## src/rtl/nanosoc_bootrom_prefetch_0.sv

```systemverilog
// Single-line read prefetch buffer in front of the nanosoc bootrom region.
// Read misses fill the whole line sequentially from word 0; hits return with zero wait states.
module nanosoc_bootrom_prefetch_0 #(
  parameter int SYS_ADDR_W   = 32,
  parameter int SYS_DATA_W   = 32,
  parameter int LINE_WORDS_W = 2
) (
  input  logic                  HCLK,
  input  logic                  HRESET,
  input  logic                  S_HSEL,
  input  logic [SYS_ADDR_W-1:0] S_HADDR,
  input  logic [1:0]            S_HTRANS,
  input  logic [2:0]            S_HSIZE,
  input  logic [3:0]            S_HPROT,
  input  logic                  S_HWRITE,
  input  logic                  S_HREADY,
  input  logic [SYS_DATA_W-1:0] S_HWDATA,
  output logic                  S_HREADYOUT,
  output logic                  S_HRESP,
  output logic [SYS_DATA_W-1:0] S_HRDATA,
  output logic                  M_HSEL,
  output logic [SYS_ADDR_W-1:0] M_HADDR,
  output logic [1:0]            M_HTRANS,
  output logic [2:0]            M_HSIZE,
  output logic [3:0]            M_HPROT,
  output logic                  M_HWRITE,
  output logic [SYS_DATA_W-1:0] M_HWDATA,
  input  logic                  M_HREADY,
  input  logic                  M_HRESP,
  input  logic [SYS_DATA_W-1:0] M_HRDATA,
  input  logic                  INVALIDATE
);
  localparam int LW = LINE_WORDS_W;
  localparam int TW = SYS_ADDR_W - LW - 2;
  localparam int NW = 1 << LW;

  typedef enum logic [2:0] {ST_IDLE, ST_FILL, ST_RESP, ST_ERR1, ST_ERR2} state_t;
  state_t state;

  logic [SYS_DATA_W-1:0] line_mem [NW];
  logic [TW-1:0] tag, req_tag, a_tag;
  logic [LW-1:0] req_idx, a_idx, acnt, acnt_nxt, dcnt;
  logic          valid, inv_pend, dphase;
  logic          ready_st, accept, hit, m_err, cap, last;

  assign M_HSIZE  = 3'b010;
  assign M_HWRITE = 1'b0;
  assign M_HWDATA = '0;

  logic unused;
  assign unused = ^{S_HSIZE, S_HWDATA, S_HADDR[1:0]};

  assign a_tag    = S_HADDR[SYS_ADDR_W-1:LW+2];
  assign a_idx    = S_HADDR[LW+1:2];
  assign ready_st = (state == ST_IDLE) || (state == ST_RESP) || (state == ST_ERR2);
  assign accept   = ready_st && S_HSEL && S_HREADY && S_HTRANS[1];
  assign hit      = valid && (tag == a_tag);
  assign acnt_nxt = acnt + LW'(1);
  assign m_err    = dphase && M_HRESP;
  assign cap      = dphase && M_HREADY && !M_HRESP;
  assign last     = (dcnt == '1);

  always_ff @(posedge HCLK) begin
    if (HRESET) begin
      state       <= ST_IDLE;
      valid       <= 1'b0;
      inv_pend    <= 1'b0;
      dphase      <= 1'b0;
      acnt        <= '0;
      dcnt        <= '0;
      tag         <= '0;
      req_tag     <= '0;
      req_idx     <= '0;
      S_HREADYOUT <= 1'b1;
      S_HRESP     <= 1'b0;
      S_HRDATA    <= '0;
      M_HSEL      <= 1'b0;
      M_HTRANS    <= 2'b00;
      M_HADDR     <= '0;
      M_HPROT     <= '0;
    end else begin
      case (state)
        ST_IDLE, ST_RESP, ST_ERR2: begin
          state       <= ST_IDLE;
          S_HREADYOUT <= 1'b1;
          S_HRESP     <= 1'b0;
          if (INVALIDATE) valid <= 1'b0;
          if (accept) begin
            req_tag <= a_tag;
            req_idx <= a_idx;
            if (S_HWRITE) begin
              state       <= ST_ERR1;
              S_HREADYOUT <= 1'b0;
              S_HRESP     <= 1'b1;
            end else if (hit) begin
              // Uses the pre-invalidate line, so a coincident INVALIDATE still serves this hit.
              S_HRDATA <= line_mem[a_idx];
            end else begin
              state       <= ST_FILL;
              S_HREADYOUT <= 1'b0;
              valid       <= 1'b0;
              inv_pend    <= INVALIDATE;
              acnt        <= '0;
              dcnt        <= '0;
              dphase      <= 1'b0;
              M_HSEL      <= 1'b1;
              M_HTRANS    <= 2'b10;
              M_HADDR     <= {a_tag, {LW{1'b0}}, 2'b00};
              M_HPROT     <= S_HPROT;
            end
          end
        end

        ST_FILL: begin
          if (INVALIDATE) inv_pend <= 1'b1;
          if (m_err) begin
            // First error cycle drops the bus to IDLE; the completing cycle moves upstream to ERROR.
            valid    <= 1'b0;
            M_HSEL   <= 1'b0;
            M_HTRANS <= 2'b00;
            if (M_HREADY) begin
              state   <= ST_ERR1;
              S_HRESP <= 1'b1;
              dphase  <= 1'b0;
            end
          end else begin
            if (cap) begin
              line_mem[dcnt] <= M_HRDATA;
              dcnt           <= dcnt + LW'(1);
              if (last) begin
                state       <= ST_RESP;
                S_HREADYOUT <= 1'b1;
                valid       <= !(inv_pend || INVALIDATE);
                tag         <= req_tag;
                S_HRDATA    <= (req_idx == dcnt) ? M_HRDATA : line_mem[req_idx];
              end
            end
            if (M_HREADY) begin
              dphase <= (M_HTRANS != 2'b00);
              if (M_HTRANS != 2'b00) begin
                if (acnt == '1) begin
                  M_HSEL   <= 1'b0;
                  M_HTRANS <= 2'b00;
                end else begin
                  acnt     <= acnt_nxt;
                  M_HTRANS <= 2'b11;
                  M_HADDR  <= {req_tag, acnt_nxt, 2'b00};
                end
              end
            end
          end
        end

        ST_ERR1: begin
          state       <= ST_ERR2;
          S_HREADYOUT <= 1'b1;
          S_HRESP     <= 1'b1;
          if (INVALIDATE) valid <= 1'b0;
        end

        default: state <= ST_IDLE;
      endcase
    end
  end
endmodule
```

## config.mk

```make
export PLATFORM = sky130hd
export DESIGN_NAME = nanosoc_bootrom_prefetch_0
export DESIGN_NICKNAME = d
export VERILOG_FILES = /design/src/rtl/nanosoc_bootrom_prefetch_0.sv
export SDC_FILE = /design/constraint.sdc
export NUM_CORES = 1
export LEC_CHECK = 0
export BUFFER_PORTS_ARGS = -buffer_cell sky130_fd_sc_hd__buf_2
export CORE_MARGIN = 2
export CORE_UTILIZATION = 30
export DETAILED_ROUTE_END_ITERATION = 16
export RECOVER_POWER = 100
export SLEW_MARGIN = 10
export SYNTH_ARGS = -nofsm -noshare
export SYNTH_HDL_FRONTEND = slang
export SYNTH_SLANG_ARGS = --single-unit
```

## constraint.sdc

```tcl
create_clock -name HCLK -period 2.8 [get_ports HCLK]
set_input_delay 0.42 -clock HCLK [delete_from_list [all_inputs] [get_ports HCLK]]
set_output_delay 0.42 -clock HCLK [all_outputs]
set_load 0.01 [all_outputs]
```

==> flow_summary.toml <==
[grt]
grt_overflow = 0
track_usage = 0.154
first_global_vias = 9107
antenna_found_initial = 4
grt_max_degree = 108
grt_pass1_wl_mm = 52.9

[die]
coreArea_sq_um = 40900
start_util = 0.304
fp.dieW_um = 208
dieArea_sq_um = 43200
die_h_um = 208
num_io_pins = 222
rows = 74

[sta]
tightest_slew_ns = 2.08
finalWorstPathRequiredPeriod_ns = 2.41
rsz0062_at_grt = "no"
skew_ns = 0.0208
slew_headroom = -0.385
finalSetupViolCount = 0
slew_viol_final = 108
fmax_mhz = 415
final-hold-violation-count = 0
finalSetupTns_ns = 0
fin_crit_sh = 0.860

[pwr]
p_per_area_nw_per_um2 = 616
max-vdd-ir-drop_v = 0.000466
finalPower_mw = 9.05
p_leak_nw = 4.93

[final_layout]
nets = 1381
synthToLayoutAreaGrowth_pct = 17.9
fillCellCount = 4079
drive_above_1_share = 0.154

[synthesis]
ys_seq_elements = 267
syn_avg_cell_area_sq_um = 10.9
netlist_instances = 1148
syn_area_sq_um = 12500
synth_cell_types = 51
ys_warn_count = 0
synth-edff-count = 128
seq_area_frac_synth = 0.532
synthTopCellsByArea = "edfxtp_1 (31%), dfxtp_1 (22%), mux4_2 (12%), nand2_1 (7.3%), a21oi_1 (5.3%)"
async_flop_share = 0
yosysTopAreaCell = "edfxtp_1"
synth_flop_cell = "dfxtp_1"
synth.top_cell.area_share = 0.308

[clock_tree]
numCtsBuffers = 31
post_cts_resized = 0
clock_latency_ns = 0.58
cts_tree = "done"
cts_hold_buf = 0
path_clk_slew_ns = 0.06
numClockSinks = 267
cts_max_level = 1
root_buffer = "clkbuf_16"
clk_path_buf_depth = 3
postCtsSetupBuffers = 0

[detailed_routing]
drt_pre_antenna_iters = 5
first_iter_violations = 600
drc = 0
vias = 9214
wl_per_cell_um = 18.7
antenna_left = 0
routed_wl_mm = 34.1
viasPerCell = 5.06

[critical_path]
cp.required_ns = 3.08
critPathCaptureType = "flip-flop"
reg2regPathDepth = 5
crit_type = "reg2reg"
cp_max_fo = 20
crit_arrival_ns = 2.69
start_kind = "flip-flop"

[status]
status = "finished with violations"
violations = "max-capacitance violations, max-slew violations"

[place]
gp_congestion = 0.759
dp_hpwl_mm = 20.8
port_buffers = 145

[hold_path]
holdCritPathClass = "in2reg"
whs_path_depth = 3

[flow_run]
cap_violations = 1
[area by class of cell]
cell class	instances	area (sq um)	share of cell area
diodes	1	2.50	0.000170
flip-flops and latches	267	6630	0.451
multi-input cells	786	5330	0.363
well taps	532	666	0.0453
clock buffers	47	970	0.0660
inverters	4	15.0	0.00102
repair buffers	173	926	0.0630
clock inverters	11	154	0.0105
[synthesized netlist by cell type, drive strengths merged, types with 4 or more instances]
cell type / instances
nor2: 22
o21ai: 100
edfxtp: 128
mux2i: 37
mux4: 64
nor4: 10
clkbuf: 71
nor3: 6
a22oi: 28
dfxtp: 139
ha: 5
and2: 4
a21oi: 131
nand3b: 34
nand2: 241
buf: 56
xor2: 27
inv: 4
[per-layer routing]
metal | global-route usage | vias up | wire length [um]
met4 | 0.0306 | 8 | 552
met5 | 0 | - | 53
met1 | 0.199 | 4519 | 14500
li1 | - | 4332 | -
met3 | 0.0337 | 53 | 2260
met2 | 0.266 | 302 | 16700
[registers in the layout, indices dropped and copies added (netlist names), 2 cells and up, named ones only]
| name | cells |
|---|---|
| state | 3 |
| tag | 28 |
| req_idx | 2 |
| req_tag | 28 |
| M_HPROT | 4 |
| M_HTRANS | 2 |
| dcnt | 2 |
| M_HADDR | 29 |
| line_mem | 128 |
| S_HRDATA | 32 |
[through the flow]
step                      hold WS, ns  area, sq um   util  std cells  setup WS [ns]
final                          0.0895        14700  0.359       1821          0.391
after global placement          0.453        13800  0.337       1762          0.302
after global routing           0.0978        14700  0.359       1820          0.195
after floorplan                 0.445        12600      -       1184          0.288
after detailed placement        0.460        13800  0.337       1762          0.303
after CTS                      0.0427        14900  0.364       1820          0.543
[worst max-delay path, cell delays in order, from the launching register on]
cell	delay, ns
dfxtp_1	0.43
nor3b_4	0.24
nand4b_1	0.23
nor2_1	0.19
and2_1	0.72
buf_12	0.28
[where the power goes]
group	switching [mW]	internal [mW]	total [mW]	leakage [nW]
Combinational	0.338	0.209	0.548	2.10
Sequential	0.0302	4.11	4.14	2.27
Clock	1.68	2.67	4.35	0.557
Total	2.05	7.00	9.05	4.93
[path summary, 6_finish.rpt]
kind,startpoint,endpoint,slack (ns)
hold reg to reg,tag[2],tag[2],0.47
setup reg to reg,state[0],line_mem[2][23],0.39
hold / removal,S_HPROT[0],M_HPROT[0],0.09
setup / recovery,state[0],line_mem[2][23],0.39
[placed cells by master (no fill, tap or decap), types with 3 or more instances in the layout]
master       n
a21oi_1    131
a22oi_1     28
a31oi_1      3
and4_1       3
buf_12      11
buf_2       44
buf_4       11
bufinv_16    3
clkbuf_1   112
clkbuf_16   34
clkbuf_8     7
clkinv_2     4
conb_1      38
dfxtp_1    137
edfxtp_1   128
ha_1         5
inv_1        4
mux2i_1     37
mux4_2      64
nand2_1    240
nand2b_1     3
nand3b_1    34
nand4b_1     3
nor2_1      17
nor2_2       3
nor3_1       6
nor4_1       9
o21ai_0     91
o21ai_1      9
xor2_1      27
[cell families after synthesis]
| logic type | Yosys count | synth area share |
|---|---|---|
| compound gates | 270 | 0.116 |
| xor+xnor | 29 | 0.0204 |
| fa+ha+maj | 5 | 0.00502 |
| buf+inv | 131 | 0.0539 |
| flops | 267 | 0.532 |
| mux | 101 | 0.145 |
| other cells | 2 | 0.000603 |
| simple gates | 343 | 0.127 |
No activity file was read; power rests on OpenSTA's default activity.
